===== src/rtl/contador_pkg.sv =====
// Shared types and defaults for the loadable down-counter.
package contador_pkg;

    localparam int WIDTH_DEF = 4;

    typedef enum logic [1:0] {
        IDLE     = 2'd0,
        CONTANDO = 2'd1,
        FIN      = 2'd2
    } estado_t;

endpackage


===== src/rtl/contador_abajo_carga.sv =====
// Loadable down-counter with one-shot / periodic reload and a registered
// terminal-count pulse. All state advances on the falling edge of clk.
//
// state    | meaning
// IDLE     | stopped, cuenta held, enable ignored
// CONTANDO | decrementing on each enabled edge
// FIN      | one cycle after terminal count or zero load, cero=1
module contador_abajo_carga
    import contador_pkg::*;
#(
    parameter int WIDTH = WIDTH_DEF
) (
    input  logic             clk,
    input  logic             rst,
    input  logic             enable,
    input  logic             load,
    input  logic [WIDTH-1:0] valor_carga,
    input  logic             recarga_auto,
    output logic [WIDTH-1:0] cuenta,
    output logic             cero,
    output logic             ocupado
);

    localparam logic [WIDTH-1:0] UNO = WIDTH'(1);

    estado_t          estado_q,  estado_d;
    logic [WIDTH-1:0] cuenta_q,  cuenta_d;
    logic [WIDTH-1:0] recarga_q, recarga_d;
    logic             cero_q,    cero_d;

    always_ff @(negedge clk or negedge rst) begin
        if (!rst) begin
            estado_q  <= IDLE;
            cuenta_q  <= '0;
            recarga_q <= '0;
            cero_q    <= 1'b0;
        end else begin
            estado_q  <= estado_d;
            cuenta_q  <= cuenta_d;
            recarga_q <= recarga_d;
            cero_q    <= cero_d;
        end
    end

    always_comb begin
        estado_d  = estado_q;
        cuenta_d  = cuenta_q;
        recarga_d = recarga_q;
        cero_d    = 1'b0;
        if (load) begin
            // A load never decrements; a zero load goes straight to FIN.
            cuenta_d  = valor_carga;
            recarga_d = valor_carga;
            if (valor_carga != '0) begin
                estado_d = CONTANDO;
            end else begin
                estado_d = FIN;
                cero_d   = 1'b1;
            end
        end else begin
            case (estado_q)
                IDLE: begin
                    estado_d = IDLE;
                end
                CONTANDO: begin
                    if (enable) begin
                        if (cuenta_q == UNO) begin
                            cero_d = 1'b1;
                            if (recarga_auto) begin
                                cuenta_d = recarga_q;
                            end else begin
                                cuenta_d = '0;
                                estado_d = FIN;
                            end
                        end else begin
                            cuenta_d = cuenta_q - UNO;
                        end
                    end
                end
                FIN: begin
                    estado_d = IDLE;
                end
                default: begin
                    estado_d = IDLE;
                end
            endcase
        end
    end

    always_comb begin
        cuenta  = cuenta_q;
        cero    = cero_q;
        ocupado = (estado_q == CONTANDO);
    end

endmodule


===== config.mk =====
export PLATFORM = sky130hd
export DESIGN_NAME = contador_abajo_carga
export DESIGN_NICKNAME = d
export VERILOG_FILES = /design/src/rtl/contador_pkg.sv /design/src/rtl/contador_abajo_carga.sv
export SDC_FILE = /design/constraint.sdc
export NUM_CORES = 1
export LEC_CHECK = 0
export CELL_PAD_IN_SITES_DETAIL_PLACEMENT = 1
export CELL_PAD_IN_SITES_GLOBAL_PLACEMENT = 1
export CORE_MARGIN = 5
export CORE_UTILIZATION = 35
export DETAILED_ROUTE_END_ITERATION = 6
export GPL_ROUTABILITY_DRIVEN = 0
export MAX_ROUTING_LAYER = met4
export PLACE_DENSITY = 0.84
export SLEW_MARGIN = 40
export SYNTH_ARGS = -nofsm -noshare
export SYNTH_HDL_FRONTEND = slang
export SYNTH_SLANG_ARGS = --single-unit

===== constraint.sdc =====
create_clock -name clk -period 2.07 [get_ports clk]
set_input_delay 0.207 -clock clk [delete_from_list [all_inputs] [get_ports clk]]
set_output_delay 0.207 -clock clk [all_outputs]
set_load 0.02 [all_outputs]

==> metrics.md, run 1 <==
| Metric | Value |
|---|---|
| Htree depth | `1` |
| CTS Buf Count | `3` |
| Required @ worst endpoint | `between 1500 and 2000 ps` |
| Setup Viol. Count Final | `3` |
| HP Start | `recarga_q[3]` |
| Post-layout instance area | `968 sq um` |
| Final WS setup | `-188 ps` |
| Post-synthesis compound-gate area fraction | `~16%` |
| Maximum vdd ir drop | `~0.28 mV` |
| Hold/Removal Path Class | `register to register` |
| Simple-gate share of the synthesized area | `about 22%` |
| Worst R2R End | `cuenta[0]` |
| Syn nets | `just over 70` |
| Post-synth EDFFs | `0` |
| WHS Path Cells | `1` |
| Antenna diodes | `0` |
| Post-synthesis mux area share | `8.80%` |
| Top cells by area, synth | `dfrtn_1 (44%), mux2_2 (5.4%), ha_1 (4.0%), inv_1 (3.6%), nand2_1 (3.6%)` |
| Yosys top cell area share | `a little over two fifths` |
| Drt drc | `0` |
| Flop2flop setup slack | `approximately 240 ps` |
| Crit path max fanout | `2` |
| Synthesis warning total | `0` |
| # placed instances | `112` |
| Initial drt markers | `10` |
| CTS tree | `yes` |
| Number of hold-repair buffers added at the cts stage | `0` |
| Seq/Total Area, Yosys | `roughly 44%` |
| Final net count | `around 110` |
| Hold slack | `441 ps` |
| Area grow syn2layout | `54.8%` |
| Pin slew with the least headroom to its limit | `around 360 ps` |
| RSZ-0062 raised after global routing | `true` |
| First-pass GRT wire length | `between 2000 and 3000 microns` |
| Worst Hold End | `recarga_q[3]` |
| Post-synth top area cell | `dfrtn_1` |
| Overall routing resource usage | `around 15%` |
| Largest net degree at the start of global routing | `13` |
| I/O pin total | `15` |
| Synth unique cells | `32` |
| DP HPWL | `~1300 microns` |
| WS Path Type | `register to primary output` |
| Critical Path AT | `approximately 2000 ps` |
| # clock sinks | `11` |
| Drt total wl | `between 1500 and 2000 microns` |
| Height of the die | `about 52 microns` |
| Post-layout util | `about 57%` |
| Synth Cell Area | `626 sq um` |
| Finished Layout Cells | `120` |
| Power Density | `~640 nW/um^2` |
| Startpoint Class | `register` |
| Post-Synth Adder-Cell Area | `roughly 4.0%` |
| Max Slew Vio Count | `0` |
| Pre-CTS setup slack | `-473 ps` |
| Initial core utilization | `36.6%` |
| DR pass1 iterations | `2` |
| Proportion of layout cells with a drive suffix above 1 | `roughly 40%` |
| Total congestion overflow | `0` |
| Largest family of logic cells by synthesized area | `simple AND/OR/NAND/NOR gates` |
| Max-Cap Viols | `0` |
| Syn Inst Count | `slightly above 60` |
| Syn Area/Cell | `10.3 sq um` |
| Clk buf depth | `2` |
| Clock root buffer | `clkbuf_4` |
| Primary FF master, synth | `dfrtn_1` |
| Static leakage | `0.462 nW` |
| #FFs+latches synth | `11` |
| Latest clock arrival within the worst-skew pair | `between 200 and 300 ps` |
| Failing checks | `setup timing` |
| DR WL/cell | `around 14 microns` |
| DIE AREA | `~2700 sq um` |
| Initial antenna violation count | `0` |
| Headroom to the max-slew limit | `around 76%` |
| Post-DP Area | `893 sq um` |
| CP endpoint kind | `primary output` |
| Synth async-reset ratio | `100%` |
| Final number of hold-violating endpoints | `0` |
| Via count | `594` |
| Clock Skew | `1.21 ps` |
| FF-to-FF path depth | `6` |
| Clock Pin Slew Worst Setup and Hold Paths | `50 ps` |
| Die W | `52.3 microns` |
| Top cells by count, synth | `dfrtn_1 (11), inv_1 (6), nand2_1 (6), mux2_2 (3)` |
| Antenna-violating nets left | `0` |
| Most used standard cell by instance count after synthesis | `dfrtn_1` |
| Row count | `15` |
| Mean number of vias per cell | `around 5.0` |
| R2R Path Start | `cuenta[0]` |
| Number of I/O port buffers | `14` |
| Status | `finished with violations` |
| Xor/xnor share of the synthesized area | `0%` |
| Vias in the first global route | `between 600 and 700` |
| Core ar. | `around 1700 sq um` |
-- cells in the final DEF (no fill, tap or decap), types with 2 or more instances in the layout --
cell type and n:
inv_1 6, clkdlybuf4s50_1 2, nand2_1 6, o21ai_0 2, nor2_1 2, buf_6 5, a21oi_1 2, o211ai_1 2
clkbuf_4 3, dfrtn_1 11, buf_4 19, dlygate4sd2_1 6, nand3b_1 2, ha_1 2, mux2_2 3
-- power by group --
| part | leakage (nW) | internal (mW) | switching, mW | total (mW) |
|---|---|---|---|---|
| clock network | 0.0150 | 0.0746 | 0.0739 | 0.149 |
| logic | 0.315 | 0.119 | 0.102 | 0.221 |
| registers | 0.132 | 0.239 | 0.0129 | 0.252 |
| total | 0.462 | 0.432 | 0.189 | 0.621 |
-- flip-flops by register name, summed over array words and instances, names as in the netlist --
signal	flops
cero	1
cuenta	4
estado_q	2
recarga_q	4
-- cell families (layout without fill, tap and decap cells) --
logic type,Yosys count,in the layout
buffers and inverters,8,42
AND/OR/NAND/NOR,21,21
flip-flops,11,11
adder cells (fa/ha/maj),2,2
AO/OA/AOI/OAI,14,14
multiplexers,5,5
-- final cells by class --
class / count / area, sq um
inverters: 6 / 22.5
fillers: 198 / 739
multi-input cells: 42 / 342
flip-flops and latches: 11 / 275
clock buffers: 4 / 26.3
well taps: 25 / 31.3
repair buffers: 32 / 272
-- how the worst max path moves through the flow --
| stage | from | endpoint | slack [ps] | depth (start not counted) |
|---|---|---|---|---|
| floorplan | load | recarga_q[3] | 50 | 3 |
| global placement | valor_carga[2] | estado_q[0] | -440 | 4 |
| detailed placement | valor_carga[2] | estado_q[0] | -470 | 4 |
| CTS | estado_q[1] | ocupado | -180 | 2 |
| global route | estado_q[1] | ocupado | -230 | 2 |
| finish | estado_q[1] | ocupado | -190 | 2 |
-- layer usage --
layer | track usage [%] | part of all wire, % | vias up | wire length (microns)
met5 | - | 0 | - | 0
met4 | 6.38 | 1.0 | 0 | 17
met2 | 28.7 | 56 | 11 | 962
met3 | 3.42 | 3.6 | 4 | 62
li1 | - | - | 284 | -
met1 | 15.5 | 39 | 295 | 662
-- through the flow --
step	TNS, ps	total power [mW]
6_report	-193	0.621
3_5_place_dp	-5160	0.460
2_1_floorplan	0	0.356
4_1_cts	-211	0.618
5_1_grt	-363	0.664
3_3_place_gp	-4630	0.453
-- critical path, cell delays in order, from the launching register on --
cell and delay (ps):
dfrtn_1 400, and2b_1 200, buf_6 130
-- what timing repair did --
action,4_1_cts,5_1_grt
setup endpoints to repair,14,6
resized for setup,44,1
pin swaps,3,0
buffers inserted,2,2
No activity file was read; power rests on OpenSTA's default activity.
==> run 2, diff against run 1 <==
PLACE_DENSITY = unset   (was 0.84)
PLACE_DENSITY_LB_ADDON = 0.1   (was unset)
==> run 2 against run 1 <==
Effect of this change:
- the run still ends with setup timing left
- sequential share of layout area shrank 1.6 points
- register-to-register slack is essentially flat
- critical path depth is the same
- global-route usage grew 2.8 points
- core utilization grew 3.3 points
- first-iteration DRC count shrank 70%
- sequential power is essentially flat
- setup slack is essentially flat
- largest power group unchanged
- worst hold slack gained 22 ps
- clock skew grew 1.6 ps
==> metrics.md, run 2 (synthesized netlist as in run 1, its figures left out) <==
| Metric | Value |
|---|---|
| Antenna diodes | `0` |
| Crit path max fanout | `2` |
| Area grow syn2layout | `63.8%` |
| Most frequent cells in the layout | `buf_4 (23), dfrtn_1 (11), inv_1 (6), nand2_1 (6), buf_6 (6)` |
| Critical Path AT | `between 2000 and 2500 ps` |
| Number of I/O port buffers | `14` |
| Drt total wl | `1960 microns` |
| DR WL/cell | `around 16 microns` |
| Startpoint Class | `register` |
| Height of the die | `approximately 52 microns` |
| Via count | `a little over 600` |
| Failing checks | `setup timing` |
| CTS Buf Count | `3` |
| FF-to-FF path depth | `5` |
| Initial antenna violation count | `0` |
| CP endpoint kind | `primary output` |
| Drt drc | `0` |
| Power Density | `about 640 nW/um^2` |
| WHS Path Cells | `1` |
| Headroom to the max-slew limit | `68.8%` |
| I/O pin total | `15` |
| Total congestion overflow | `0` |
| RSZ-0062 raised after global routing | `true` |
| Die W | `about 52 microns` |
| Row count | `15` |
| CTS tree | `yes` |
| Clock Pin Slew Worst Setup and Hold Paths | `60 ps` |
| Status | `finished with violations` |
| R2R Path Start | `cuenta[0]` |
| DP HPWL | `1350 microns` |
| HP Start | `recarga_q[3]` |
| Htree depth | `1` |
| Clock root buffer | `clkbuf_4` |
| DIE AREA | `around 2700 sq um` |
| Antenna-violating nets left | `0` |
| Static leakage | `around 0.50 nW` |
| Vias in the first global route | `708` |
| Final net count | `112` |
| Hold/Removal Path Class | `register to register` |
| Core ar. | `1710 sq um` |
| Clock Skew | `between 2 and 3 ps` |
| CP startpoint | `estado_q[1]` |
| # clock sinks | `11` |
| Max Slew Vio Count | `0` |
| WS Path Type | `register to primary output` |
| Worst R2R End | `cuenta[1]` |
| Required @ worst endpoint | `1860 ps` |
| First-pass GRT wire length | `3420 microns` |
| Initial drt markers | `3` |
| Final number of hold-violating endpoints | `0` |
| DR pass1 iterations | `3` |
| Flop2flop setup slack | `roughly 250 ps` |
| Most common cell after layout, fill and taps aside | `buf_4` |
| Mean number of vias per cell | `about 4.9` |
| Overall routing resource usage | `18.3%` |
| Number of hold-repair buffers added at the cts stage | `0` |
| Pin slew with the least headroom to its limit | `around 470 ps` |
| Worst Hold End | `recarga_q[3]` |
| Clk buf depth | `2` |
| Largest net degree at the start of global routing | `13` |
| Initial core utilization | `between 30% and 40%` |
| Setup Viol. Count Final | `5` |
| Fill count | `around 200` |
| Final WS setup | `-188 ps` |
| Proportion of layout cells with a drive suffix above 1 | `46.0%` |
| Max-Cap Viols | `0` |
| Latest clock arrival within the worst-skew pair | `around 290 ps` |
| Post-layout util | `60.0%` |
| Hold slack | `463 ps` |
| Maximum vdd ir drop | `approximately 0.38 mV` |
[run 2: cell types whose count changed in the layout (fill, tap and decap cells not counted), sizes merged]
cell | before | now
clkbuf | 4 | 3
buf | 24 | 29
dlygate4sd2 | 6 | 5
clkinv | 0 | 1
dlymetal6s2s | 0 | 1
[run 2: worst max-delay path, stage by stage, from the launching register on]
cell	delay, ps
dfrtn_1	400
and2b_1	200
buf_6	130
[run 2: how the worst max path moves through the flow]
stage	endpoint	slack (ps)	cells past startpoint
final	ocupado	-190	2
after global routing	ocupado	-250	2
after CTS	ocupado	-200	2
after detailed placement	estado_q[1]	-470	4
after global placement	estado_q[1]	-440	4
after floorplan	recarga_q[3]	50	3
[run 2: cell type report]
class                   instances  area [sq um]  share of cell area, %
multi-input cells              42           352                   34.3
repair buffers                 37           317                   30.9
flip-flops and latches         11           275                   26.9
well taps                      25          31.3                   3.05
clock buffers                   3          22.5                   2.20
inverters                       6          22.5                   2.20
clock inverters                 1          5.00                  0.488
[run 2: report_power, final]
| group | internal [mW] | switching (mW) | leakage, nW |
|---|---|---|---|
| registers | 0.239 | 0.0136 | 0.132 |
| logic | 0.132 | 0.110 | 0.348 |
| clock network | 0.0719 | 0.0895 | 0.0177 |
[run 2: metal layers]
layer | track usage (%) | part of all wire, % | vias to the layer above | wire length [microns]
li1 | - | - | 295 | -
met1 | 19.0 | 38 | 301 | 752
met2 | 32.2 | 55 | 15 | 1070
met3 | 3.99 | 3.6 | 7 | 71
met4 | 9.36 | 3.1 | 0 | 61
met5 | - | 0 | - | 0
[run 2: through the flow]
stage                     setup TNS (ps)  cell area, sq um  total power, mW  std cells  setup WS, ps
final                               -248              1020            0.656        125          -188
after global routing                -448              1020            0.699        125          -248
after CTS                           -298              1000            0.657        124          -201
after detailed placement           -5240               901            0.462        113          -470
after global placement             -4880               901            0.458        113          -436
after floorplan                        0               629            0.356         61          47.2
[run 2: repair_timing]
action                                  4_1_cts  5_1_grt
cloned                                        0        0
pin swaps                                     6        2
gates resized for setup                      46        3
endpoints found under the setup margin       14        8
buffers inserted                              7        1
==> run 3, diff against run 2 <==
CELL_PAD_IN_SITES_GLOBAL_PLACEMENT = 2   (was 1)
CORE_UTILIZATION = 29   (was 35)
==> run 3 against run 2 <==
Effect of this change:
- the flow still finishes with violations (setup timing)
- register-to-register slack hardly changed
- die area is 17% higher
- sequential share of layout area is 1.4 points higher
- setup slack better by 26 ps
- core utilization is 11 points lower
- sequential cell count stayed put
- power is 4.3% lower
- cell count is 0.80% lower
- critical path depth stayed put
- clock skew is 1.6 ps higher
- largest cell class unchanged
==> metrics.md, run 3 (synthesized netlist as in run 1, its figures left out) <==
| Metric | Value |
|---|---|
| Status | `finished with violations` |
| Failing checks | `setup timing` |
| CTS Buf Count | `3` |
| Htree depth | `1` |
| RSZ-0062 raised after global routing | `true` |
| Vias in the first global route | `between 600 and 700` |
| Wl on met1 | `752 microns` |
| Mean number of vias per cell | `roughly 4.7` |
| # clock sinks | `11` |
| Max stage delay cell, worst path | `dfrtn_1` |
| Met3 WL post-DR | `65 microns` |
| Final WS setup | `-162 ps` |
| Number of hold-repair buffers added at the cts stage | `0` |
| Antenna diodes | `0` |
| Critical Path AT | `2030 ps` |
| Hold slack | `between 400 and 500 ps` |
| Max Slew Vio Count | `0` |
| Most common cell after layout, fill and taps aside | `buf_4` |
| Pin slew with the least headroom to its limit | `between 300 and 400 ps` |
| CP endpoint kind | `primary output` |
| Overall routing resource usage | `about an eighth` |
| Row count | `16` |
| Required @ worst endpoint | `roughly 1900 ps` |
| Final net count | `between 100 and 150` |
| Static leakage | `~0.47 nW` |
| Startpoint Class | `register` |
| Number of I/O port buffers | `14` |
| Largest net degree at the start of global routing | `12` |
| Latest clock arrival within the worst-skew pair | `roughly 280 ps` |
| Drt drc | `0` |
| Max-Cap Viols | `0` |
| First-pass GRT wire length | `between 2000 and 3000 microns` |
| Buf/Inv on CP | `1` |
| Setup Viol. Count Final | `3` |
| Initial core utilization | `a little under a third` |
| I/O pin total | `15` |
| Height of the die | `56.4 microns` |
| CTS tree | `yes` |
| Initial drt markers | `6` |
| Via count | `579` |
| Proportion of layout cells with a drive suffix above 1 | `40.2%` |
| Maximum vdd ir drop | `approximately 0.37 mV` |
| WS Path Type | `register to primary output` |
| Crit path max fanout | `2` |
| DR WL/cell | `12.9 microns` |
| Final number of hold-violating endpoints | `0` |
| Most frequent cells in the layout | `buf_4 (21), dfrtn_1 (11), inv_1 (6), nand2_1 (6)` |
| Total congestion overflow | `0` |
| Die W | `roughly 56 microns` |
| Clock Skew | `4.34 ps` |
| Top routing layer in use | `met4` |
| DIE AREA | `3190 sq um` |
| Clock Pin Slew Worst Setup and Hold Paths | `50 ps` |
| Slowest stage delay, CP | `approximately 400 ps` |
| DP HPWL | `1310 microns` |
| Headroom to the max-slew limit | `around 77%` |
| Clk buf depth | `2` |
| Drt total wl | `approximately 1600 microns` |
| Power Density | `between 600 and 700 nW/um^2` |
| CP cell instances | `and2b_1 > buf_6` |
| Crit path max-delay family | `flip-flops` |
| Routed wl met2 | `around 770 microns` |
| Pwr Total | `628 uW` |
| DR pass1 iterations | `4` |
| Antenna-violating nets left | `0` |
| Post-layout util | `between 40% and 50%` |
| Initial antenna violation count | `0` |
| Core ar. | `roughly 2000 sq um` |
| Hold/Removal Path Class | `register to register` |
| Clock root buffer | `clkbuf_4` |
| Area grow syn2layout | `55.6%` |
## run 3: cell count changes in the layout (fill, tap and decap cells not counted), sizes merged
cell and change:
buf -3, clkbuf +1, clkinv -1
## run 3: path summary, 6_finish.rpt
| kind | from | to | slack, ps | depth (start not counted) |
|---|---|---|---|---|
| setup reg to reg | cuenta[0] | cuenta[0] | 260 | 6 |
| setup / recovery | estado_q[1] | ocupado | -160 | 2 |
| min in group asynchronous | rst | cuenta[0] | 1150 | 2 |
| hold / removal | recarga_q[3] | recarga_q[3] | 440 | 1 |
| hold reg to reg | recarga_q[3] | recarga_q[3] | 440 | 1 |
| max in group asynchronous | rst | estado_q[0] | 730 | 2 |
## run 3: final cells by class
class / instances / area [sq um]
Fill cell: 242 / 1030
Multi-Input combinational cell: 42 / 325
Timing Repair Buffer: 34 / 290
Sequential cell: 11 / 275
Tap cell: 27 / 33.8
Clock buffer: 4 / 26.3
Inverter: 6 / 22.5
## run 3: timing repair
action	4_1_cts	5_1_grt
buffers inserted	2	3
endpoints found under the setup margin	15	7
pin swaps	3	2
gates cloned	0	0
gates resized for setup	41	2
## run 3: stage by stage
| step | instance area, sq um | setup WS [ps] | std cells | setup TNS, ps |
|---|---|---|---|---|
| floorplan | 629 | 47.2 | 61 | 0 |
| global placement | 903 | -567 | 115 | -5590 |
| detailed placement | 903 | -535 | 115 | -5540 |
| CTS | 946 | -174 | 121 | -200 |
| global route | 973 | -193 | 124 | -277 |
| finish | 973 | -162 | 124 | -168 |
## run 3: power breakdown
part | internal, mW | leakage, nW | switching (mW)
combinational | 0.124 | 0.321 | 0.100
clock | 0.0745 | 0.0150 | 0.0780
sequential | 0.239 | 0.132 | 0.0125
## run 3: routing by layer
layer	track usage, %	vias to the layer above
met5	-	-
met4	6.10	0
met3	2.75	2
met2	18.2	10
met1	13.9	277
li1	-	290
